--- config.mk ---
export PLATFORM = sky130hd
export DESIGN_NAME = fp32_addsub_rr_arb
export DESIGN_NICKNAME = d
export VERILOG_FILES = /design/src/rtl/matrix_pkg.sv /design/src/rtl/fp32_addsub.sv /design/src/rtl/fp32_addsub_rr_arb.sv
export SDC_FILE = /design/constraint.sdc
export NUM_CORES = 1
export LEC_CHECK = 0
export ABC_CLOCK_PERIOD_IN_PS = 27900
export CAP_MARGIN = 10
export CORE_MARGIN = 3
export CORE_UTILIZATION = 24
export CTS_CLUSTER_SIZE = 28
export DETAILED_ROUTE_END_ITERATION = 10
export SETUP_SLACK_MARGIN = 0.05
export SYNTH_ARGS = -nofsm -noshare
export SYNTH_HDL_FRONTEND = slang
export SYNTH_SLANG_ARGS = --single-unit
--- constraint.sdc ---
create_clock -name clk -period 27.9 [get_ports clk]
set_input_delay 5.58 -clock clk [delete_from_list [all_inputs] [get_ports clk]]
set_output_delay 5.58 -clock clk [all_outputs]
set_load 0.03 [all_outputs]
--- src/rtl/matrix_pkg.sv ---
// rtl/matrix_pkg.sv - shared FP32 types and constants for the matrix compute path
package matrix_pkg;

    localparam int FP32_W = 32;

    typedef logic [FP32_W-1:0] fp32_t;

    localparam fp32_t FP32_POS_ZERO = 32'h0000_0000;
    localparam logic [7:0] FP32_EXP_MAX = 8'hFF;

endpackage : matrix_pkg

--- src/rtl/fp32_addsub.sv ---
// rtl/fp32_addsub.sv - combinational truncating FP32 add/sub with a trailing result register
module fp32_addsub
    import matrix_pkg::*;
(
    input  logic  clk,
    input  logic  rst,
    input  fp32_t a,
    input  fp32_t b,
    input  logic  sub,
    output fp32_t y,
    output logic  overflow,
    output fp32_t y_q
);

    logic        sa;
    logic        sb;
    logic        a_big;
    logic        x_s;
    logic        y_s;
    logic [7:0]  x_e;
    logic [7:0]  y_e;
    logic [22:0] x_m;
    logic [22:0] y_m;
    logic [7:0]  x_ee;
    logic [7:0]  y_ee;
    logic [7:0]  d;
    logic [26:0] mx;
    logic [26:0] my;
    logic [26:0] my_al;
    logic [27:0] s;
    logic [26:0] norm;
    logic [4:0]  lz;
    logic [9:0]  e;
    logic [22:0] m;

    // Align, add/subtract magnitudes, normalise and truncate; zero results are +0
    always_comb begin
        sa       = a[31];
        sb       = b[31] ^ sub;
        a_big    = (a[30:0] >= b[30:0]);
        x_s      = a_big ? sa : sb;
        y_s      = a_big ? sb : sa;
        x_e      = a_big ? a[30:23] : b[30:23];
        y_e      = a_big ? b[30:23] : a[30:23];
        x_m      = a_big ? a[22:0] : b[22:0];
        y_m      = a_big ? b[22:0] : a[22:0];
        x_ee     = (x_e == 8'd0) ? 8'd1 : x_e;
        y_ee     = (y_e == 8'd0) ? 8'd1 : y_e;
        mx       = {(x_e != 8'd0), x_m, 3'b000};
        my       = {(y_e != 8'd0), y_m, 3'b000};
        d        = x_ee - y_ee;
        my_al    = (d >= 8'd27) ? 27'd0 : (my >> d);
        s        = (x_s == y_s) ? ({1'b0, mx} + {1'b0, my_al})
                                : ({1'b0, mx} - {1'b0, my_al});
        lz       = 5'd0;
        for (int i = 0; i < 27; i++) begin
            if (s[i]) lz = 5'(26 - i);
        end
        norm     = s[26:0] << lz;
        e        = 10'd0;
        m        = 23'd0;
        y        = FP32_POS_ZERO;
        overflow = 1'b0;
        if (s != 28'd0) begin
            if (s[27]) begin
                e = 10'(x_ee) + 10'd1;
                m = 23'(s >> 4);
            end else begin
                e = 10'(x_ee) - 10'(lz);
                m = 23'(norm >> 3);
            end
            if (e[9] || (e == 10'd0)) begin
                y = {x_s, 31'd0};
            end else if (e >= 10'(FP32_EXP_MAX)) begin
                y        = {x_s, FP32_EXP_MAX, 23'd0};
                overflow = 1'b1;
            end else begin
                y = {x_s, e[7:0], m};
            end
        end
    end

    // Stage register kept for callers that want a registered result
    always_ff @(posedge clk or posedge rst) begin
        if (rst) y_q <= FP32_POS_ZERO;
        else     y_q <= y;
    end

endmodule : fp32_addsub

--- src/rtl/fp32_addsub_rr_arb.sv ---
// rtl/fp32_addsub_rr_arb.sv - round-robin sharing of one fp32_addsub among NUM_REQ requesters
module fp32_addsub_rr_arb
    import matrix_pkg::*;
#(
    parameter  int NUM_REQ = 4,
    localparam int ID_W    = $clog2(NUM_REQ)
) (
    input  logic                  clk,
    input  logic                  rst,
    input  logic                  hold,
    input  logic [NUM_REQ-1:0]    req_valid,
    output logic [NUM_REQ-1:0]    req_ready,
    input  logic [NUM_REQ*32-1:0] req_a,
    input  logic [NUM_REQ*32-1:0] req_b,
    input  logic [NUM_REQ-1:0]    req_sub,
    output logic                  rsp_valid,
    output logic [ID_W-1:0]       rsp_id,
    output fp32_t                 rsp_y,
    output logic                  rsp_overflow,
    output logic [31:0]           ops_cnt
);

    logic [ID_W-1:0] rr_ptr_q;
    logic [ID_W-1:0] rr_ptr_d;
    logic [ID_W-1:0] gnt_idx;
    logic            gnt_found;
    logic            accept;
    logic            rsp_valid_q;
    logic [ID_W-1:0] rsp_id_q;
    fp32_t           rsp_y_q;
    logic            rsp_overflow_q;
    logic [31:0]     ops_cnt_q;
    fp32_t           add_a;
    fp32_t           add_b;
    logic            add_sub;
    fp32_t           add_y;
    logic            add_ovf;
    fp32_t           unused_stage_y;

    // Round-robin scan from rr_ptr; with no grant the mux index stays at rr_ptr
    always_comb begin
        int idx;
        idx       = 0;
        gnt_found = 1'b0;
        gnt_idx   = rr_ptr_q;
        for (int k = 0; k < NUM_REQ; k++) begin
            idx = int'(rr_ptr_q) + k;
            if (idx >= NUM_REQ) idx = idx - NUM_REQ;
            if (!gnt_found && req_valid[idx]) begin
                gnt_found = 1'b1;
                gnt_idx   = idx[ID_W-1:0];
            end
        end
        req_ready = '0;
        if (gnt_found && !hold && !rst) req_ready[gnt_idx] = 1'b1;
        accept    = |req_ready;
        add_a     = req_a[32*gnt_idx +: 32];
        add_b     = req_b[32*gnt_idx +: 32];
        add_sub   = req_sub[gnt_idx];
        rr_ptr_d  = rr_ptr_q;
        if (accept) begin
            rr_ptr_d = (gnt_idx == ID_W'(NUM_REQ - 1)) ? '0 : gnt_idx + 1'b1;
        end
    end

    fp32_addsub u_addsub (
        .clk      (clk),
        .rst      (rst),
        .a        (add_a),
        .b        (add_b),
        .sub      (add_sub),
        .y        (add_y),
        .overflow (add_ovf),
        .y_q      (unused_stage_y)
    );

    // Pointer advance, one-cycle response capture and completed-operation count
    always_ff @(posedge clk or posedge rst) begin
        if (rst) begin
            rr_ptr_q       <= '0;
            rsp_valid_q    <= 1'b0;
            rsp_id_q       <= '0;
            rsp_y_q        <= FP32_POS_ZERO;
            rsp_overflow_q <= 1'b0;
            ops_cnt_q      <= 32'd0;
        end else begin
            rr_ptr_q    <= rr_ptr_d;
            rsp_valid_q <= accept;
            if (accept) begin
                rsp_id_q       <= gnt_idx;
                rsp_y_q        <= add_y;
                rsp_overflow_q <= add_ovf;
                ops_cnt_q      <= ops_cnt_q + 32'd1;
            end
        end
    end

    assign rsp_valid    = rsp_valid_q;
    assign rsp_id       = rsp_id_q;
    assign rsp_y        = rsp_y_q;
    assign rsp_overflow = rsp_overflow_q;
    assign ops_cnt      = ops_cnt_q;

endmodule : fp32_addsub_rr_arb

Yosys cells after proc, flatten, opt, wreduce, memory -nomap -nowiden

Cells that the tools add are included.

Flip-flop bits (word level): 70
Input port bits: 267
Output and inout port bits: 72
Logic and storage cells: 135

$add $sub $neg: 14
Magnitude comparators: 13
Equal/unequal tests: 2
Shift-type cells: 4
Multiplexer cells: 76
Bitwise logic cells: 1
Reduce and logical (&&, ||, !) cells: 19

Operators with widths:

| kind                  | number |
|---|---|
| $shiftx 128x8->32     | 2 |
| $mux 32               | 5 |
| $mux 5                | 27 |
| $lt 32x4->1 const B   | 4 |
| $mux 23               | 3 |
| $mux 31               | 2 |
| $add 32x1->32 const B | 1 |
| $mux 8                | 4 |
| $ge 31x31->1          | 1 |
| $add 27x27->28        | 1 |
| $mux 28               | 1 |
| $reduce_bool 28->1    | 1 |
| $sub 27x27->28        | 1 |
| $mux 27               | 1 |
| $shl 27x5->26         | 1 |
| $shr 27x8->27         | 1 |
| $mux 10               | 2 |
| $mux 1                | 19 |
| $logic_not 8->1       | 2 |
| $reduce_bool 8->1     | 2 |
| $sub 3x3->4 const B   | 3 |
| $bmux 1 s2            | 5 |
| $ge 10x8->1 const B   | 1 |
| $logic_not 10->1      | 1 |
| 22 further kinds      | 38 |

Longest topological paths before layout

Depth after elaboration: 59
Gate-level depth with buffers: 80
Gate-level depth less buffers: 69

Cells and area by module

Synthesis repeated with hierarchy kept, for this count alone.

Cell total of the unflattened synthesis: 2,040
Area total of the unflattened synthesis: 15,924.0 um2

Modules (own cells, without submodules):

| module             | times used | cells each | area an instance (um2) | seq. area each (um2) |
|---|---|---|---|---|
| fp32_addsub        | 1          | 1,500      | 10,750.3               | 800.8 |
| fp32_addsub_rr_arb | 1          | 540        | 5,173.7                | 1,751.7 |

Least setup slack after synthesis

OpenSTA, ideal clock, no wires.

Kind: input-to-reg
Start point: in req_valid[3]
End point: reg rsp_y_q[8], in the netlist rsp_y[8]
Setup time: 0.087 ns
Data arrival time: 20.303 ns
Data required time: 27.813 ns
Path slack: 7.510 ns
Stages: 78
Buffers on the path: 13
Cells stage by stage: buf_4 a21boi_1 o21bai_2 nand3_2 buf_6 buf_2 buf_2 buf_2 buf_1 mux2i_1 inv_1 ha_1 a21oi_1 o21ai_0 a221o_1 a211o_1 nor2_1 clkbuf_1 (+42 left out) buf_2 buf_1 ha_1 nor2b_1 o21ai_0 nand2b_1 a21o_1 a21o_1 xor2_1 nand3_1 nor2_1 o211a_1 or3_1 or2_2 buf_2 nor3_2 nand2_1 o211ai_1

Cells in the longest elaborated chain, start to end: 57
Elaborated cells on any way between the ends: 101
Classes of those cells: add/sub (5); order compare (5); eq/ne (1); shift (4); mux (68); bitwise (1); reduce/logical (17)

RTL lines:

| what                                                   | RTL line                             | source |
|---|---|---|
| from (decl)                                            | fp32_addsub_rr_arb.sv:11             | `input logic [NUM_REQ-1:0] req_valid,` |
| $bmux 1 s2                                             | fp32_addsub_rr_arb.sv:49             | `if (!gnt_found && req_valid[idx]) begin` |
| $mux 1 (not written as such) (2 in series)             | fp32_addsub_rr_arb.sv:49             |  |
| $mux 1                                                 | fp32_addsub_rr_arb.sv:49             |  |
| $logic_not 1->1                                        | fp32_addsub_rr_arb.sv:49             |  |
| $logic_and 1x1->1                                      | fp32_addsub_rr_arb.sv:49             |  |
| $mux 1                                                 | fp32_addsub_rr_arb.sv:49             |  |
| $logic_not 1->1                                        | fp32_addsub_rr_arb.sv:49             |  |
| $logic_and 1x1->1                                      | fp32_addsub_rr_arb.sv:49             |  |
| (+14 left out)                                         | -                                    |  |
| $mux 5 (27 in series)                                  | fp32_addsub.sv:57                    | `if (s[i]) lz = 5'(26 - i);` |
| $sub 8x5->9                                            | fp32_addsub.sv:69                    | `e = 10'(x_ee) - 10'(lz);` |
| $mux 10                                                | fp32_addsub.sv:65                    | `if (s[27]) begin` |
| $mux 10                                                | fp32_addsub.sv:64                    | `if (s != 28'd0) begin` |
| $ge 10x8->1 / $logic_not 10->1 (equally long branches) | fp32_addsub.sv:74, fp32_addsub.sv:72 |  |
| $mux 31 / $logic_or 1x1->1 (equally long branches)     | fp32_addsub.sv:74, fp32_addsub.sv:72 |  |
| $mux 31                                                | fp32_addsub.sv:72                    | `if (e[9] \|\| (e == 10'd0)) begin` |
| $mux 32                                                | fp32_addsub.sv:64                    |  |
| to (signal assigned)                                   | fp32_addsub_rr_arb.sv:91             | `rsp_y_q <= add_y;` |
| to (decl)                                              | fp32_addsub_rr_arb.sv:30             | `fp32_t rsp_y_q;` |

Parallel ways exist; a longest one is shown, timed or not. The select of a mux whose other input is x is not followed.
A chain may end at the register's enable or synchronous reset.

Final worst setup path

Start point: in req_valid[3]
End point: reg rsp_y_q[2], in the netlist rsp_y[2]

Same word-level chain as after synthesis.

==> impl_metrics.toml <==
[sta]
fmax_mhz = 41.6
min_period_over_period = 0.861
worst_pin_slew_ns = 1.21
timing.final.crit_period_ns = 24.02
finalClockSkew_ns = 0.0116
rsz_0062_raised_after_global_routing = "no"
final_hold_viol_count = 0
setup_viol = 0
maxSlewViolCount = 0
timing.max_slew.rel_slack = 0.187
setup-tns-final_ns = 0

[logic_synthesis]
post_synth_fa_ha_maj_area_fraction = 0.0821
yosys_warnings = 0
synth.avg_cell_area_um2 = 6.92
synth_seq_area_share = 0.110
yosys.area_share.simple = 0.269
synth-compound-area-share = 0.324
synth_area_um2 = 16000
postSynthNetCount = 2677
synth.area.mux_share = 0.101
synth_top_family_by_area = "compound AO/OA/AOI/OAI gates"
syn_inst = 2307
ys.flop_type = "dfrtp_1"
post-synth-top-count-cell = "nand2_1"
async_reset_ff_frac = 1.00
ys_seq_elements = 70
yosysTopAreaCell = "dfrtp_1"
post_synth_xor_area_fraction = 0.0459
synth_common_cells = "nand2_1 (256), a21oi_1 (192), nand3_1 (184)"
netlist.area_leader.share = 0.110
synth-edff-count = 0
ys_top_cells_by_area = "dfrtp_1 (11%), ha_1 (7.8%), a21oi_1 (6.0%)"
synth.lib_cells_used.distinct = 105

[worst_setup_path]
setup.worst_path.start_class = "primary input"
worst_ep_arrival_time_ns = 24.25
family_with_the_most_delay_on_the_worst_path = "simple AND/OR/NAND/NOR gates"
cp-end-kind = "register"
cp_max_fo = 79
timing.setup.critical_path_class = "in2reg"
path_buf_inv = 14
critPathMaxStageDelay_ns = 0.87
worst_ep_required_time_ns = 28.14
critical-path-slowest-cell = "a21boi_0"

[worst_hold_path]
hold_path_class = "reg2reg"

[clock_tree]
worst_skew_pair.late_latency_ns = 0.33
clock_tree.htree_level_count = 3
clock_tree.buffer_depth = 2
cts-buffers-inserted = 9
post-cts-setup-buffers = 0
clock_sinks = 70
clock-root-buffer = "clkbuf_16"
tritoncts = "yes"
clock_transition_at_the_registers_of_the_reported_paths_ns = 0.07
cts_repair_resize_count = 0
ctsHoldBuffers = 0

[placement]
place_congestion = 0.973
postPlaceCellArea_um2 = 20100
io_buffers = 338
place.detailed.hpwl_mm = 59.8
post-place-cells = 3377

[route]
detailedRoute.firstIterationViolations = 2089
finalWirelength_mm = 73.6
num_vias = 19401
number_of_detailed_route_iterations_in_the_first_pass = 6
detail-route-antenna-nets = 0
remaining_drcs = 0
dr_vias_cell = 5.72
wl_per_cell_um = 21.7

[layout]
diodes = 0
finish.net_count = 2903
stdcell_count = 3393
layout-area-overhead-vs-synth_pct = 27.4
final_cell_area_um2 = 20300
fillCellCount = 7081
multi_input_comb_area_um2 = 13200
drive_above_1_share = 0.0638
layout.area.seq_um2 = 1750
layout.core_utilization = 0.312

[job]
max_cap_viol_count = 0

[die]
floorplan.io_pins = 339
die_y_um = 264
start_util = 0.245
fp.coreArea_um2 = 65200
count_of_standard_cell_rows = 93
design.die.area_um2 = 69700
fp.dieW_um = 264

[global_routing]
grt_usage = 0.202
grt_pass1_vias = 18953
grt-ovfl-total = 0
grt_antenna_before_repair = 0
grt_pass1_wl_mm = 114
maximum_number_of_pins_on_one_net_before_global_route_repair = 80

[status]
run_status = "completed"
[area by class of cell]
cell class              count  share of cell area
clock inverters             7             0.00320
well taps                 855              0.0526
flip-flops and latches     70              0.0861
inverters                  91              0.0168
repair buffers            379               0.181
multi-input cells        1982               0.649
clock buffers               9              0.0111
[per-stage QoR]
stage	hold WS, ns	setup WS [ns]
2_1_floorplan	0.498	7.51
3_3_place_gp	0.459	4.29
3_5_place_dp	0.469	3.99
4_1_cts	0.480	4.29
5_1_grt	0.492	2.64
6_report	0.473	3.88
[cells in the final DEF (no fill, tap or decap), drive strengths merged, types with 56 or more instances in the layout]
cell type / synthesis / final
clkdlybuf4s50: 0 / 338
nand2: 257 / 257
a21oi: 193 / 193
nand3: 185 / 185
o21ai: 174 / 174
nor2: 172 / 172
ha: 100 / 100
inv: 91 / 95
mux2i: 89 / 89
dfrtp: 70 / 70
xnor2: 58 / 58
and2: 56 / 56
nor3: 56 / 56
[per-layer routing]
layer | share of wire | up-vias | track usage
met1 | 0.43 | 9174 | 0.265
met2 | 0.46 | 984 | 0.335
met3 | 0.076 | 128 | 0.0338
met5 | 0 | - | 0
met4 | 0.036 | 0 | 0.0671
li1 | - | 9115 | -
[logic make-up after synthesis]
family / count (synthesis)
and+or+nand+nor: 893
AOI/OAI and AO/OA: 768
buffers and inverters: 255
muxes: 136
adders and majority gates: 103
xor gates and xnor gates: 82
DFF: 70
[sequential cells by signal, summed over array words and instances (netlist names)]
register and cells:
rr_ptr_q 2, rsp_y 32, rsp_valid 1, ops_cnt 32, rsp_id 2, rsp_overflow 1
[path summary, 6_finish.rpt]
path	slack, ns	startpoint	to	cells past startpoint
max	3.88	req_valid[3]	rsp_y[2]	68
min	0.47	ops_cnt[31]	ops_cnt[31]	1
max reg2reg	9.02	rr_ptr_q[1]	rsp_y[2]	67
min reg2reg	0.47	ops_cnt[31]	ops_cnt[31]	1
max in group asynchronous	21.29	rst	rsp_y[20]	3
min in group asynchronous	5.58	rst	ops_cnt[11]	2
Power is left out: the tool's default activity adds up to more than one toggle a clock period on the data nets, which glitch-free logic cannot reach.
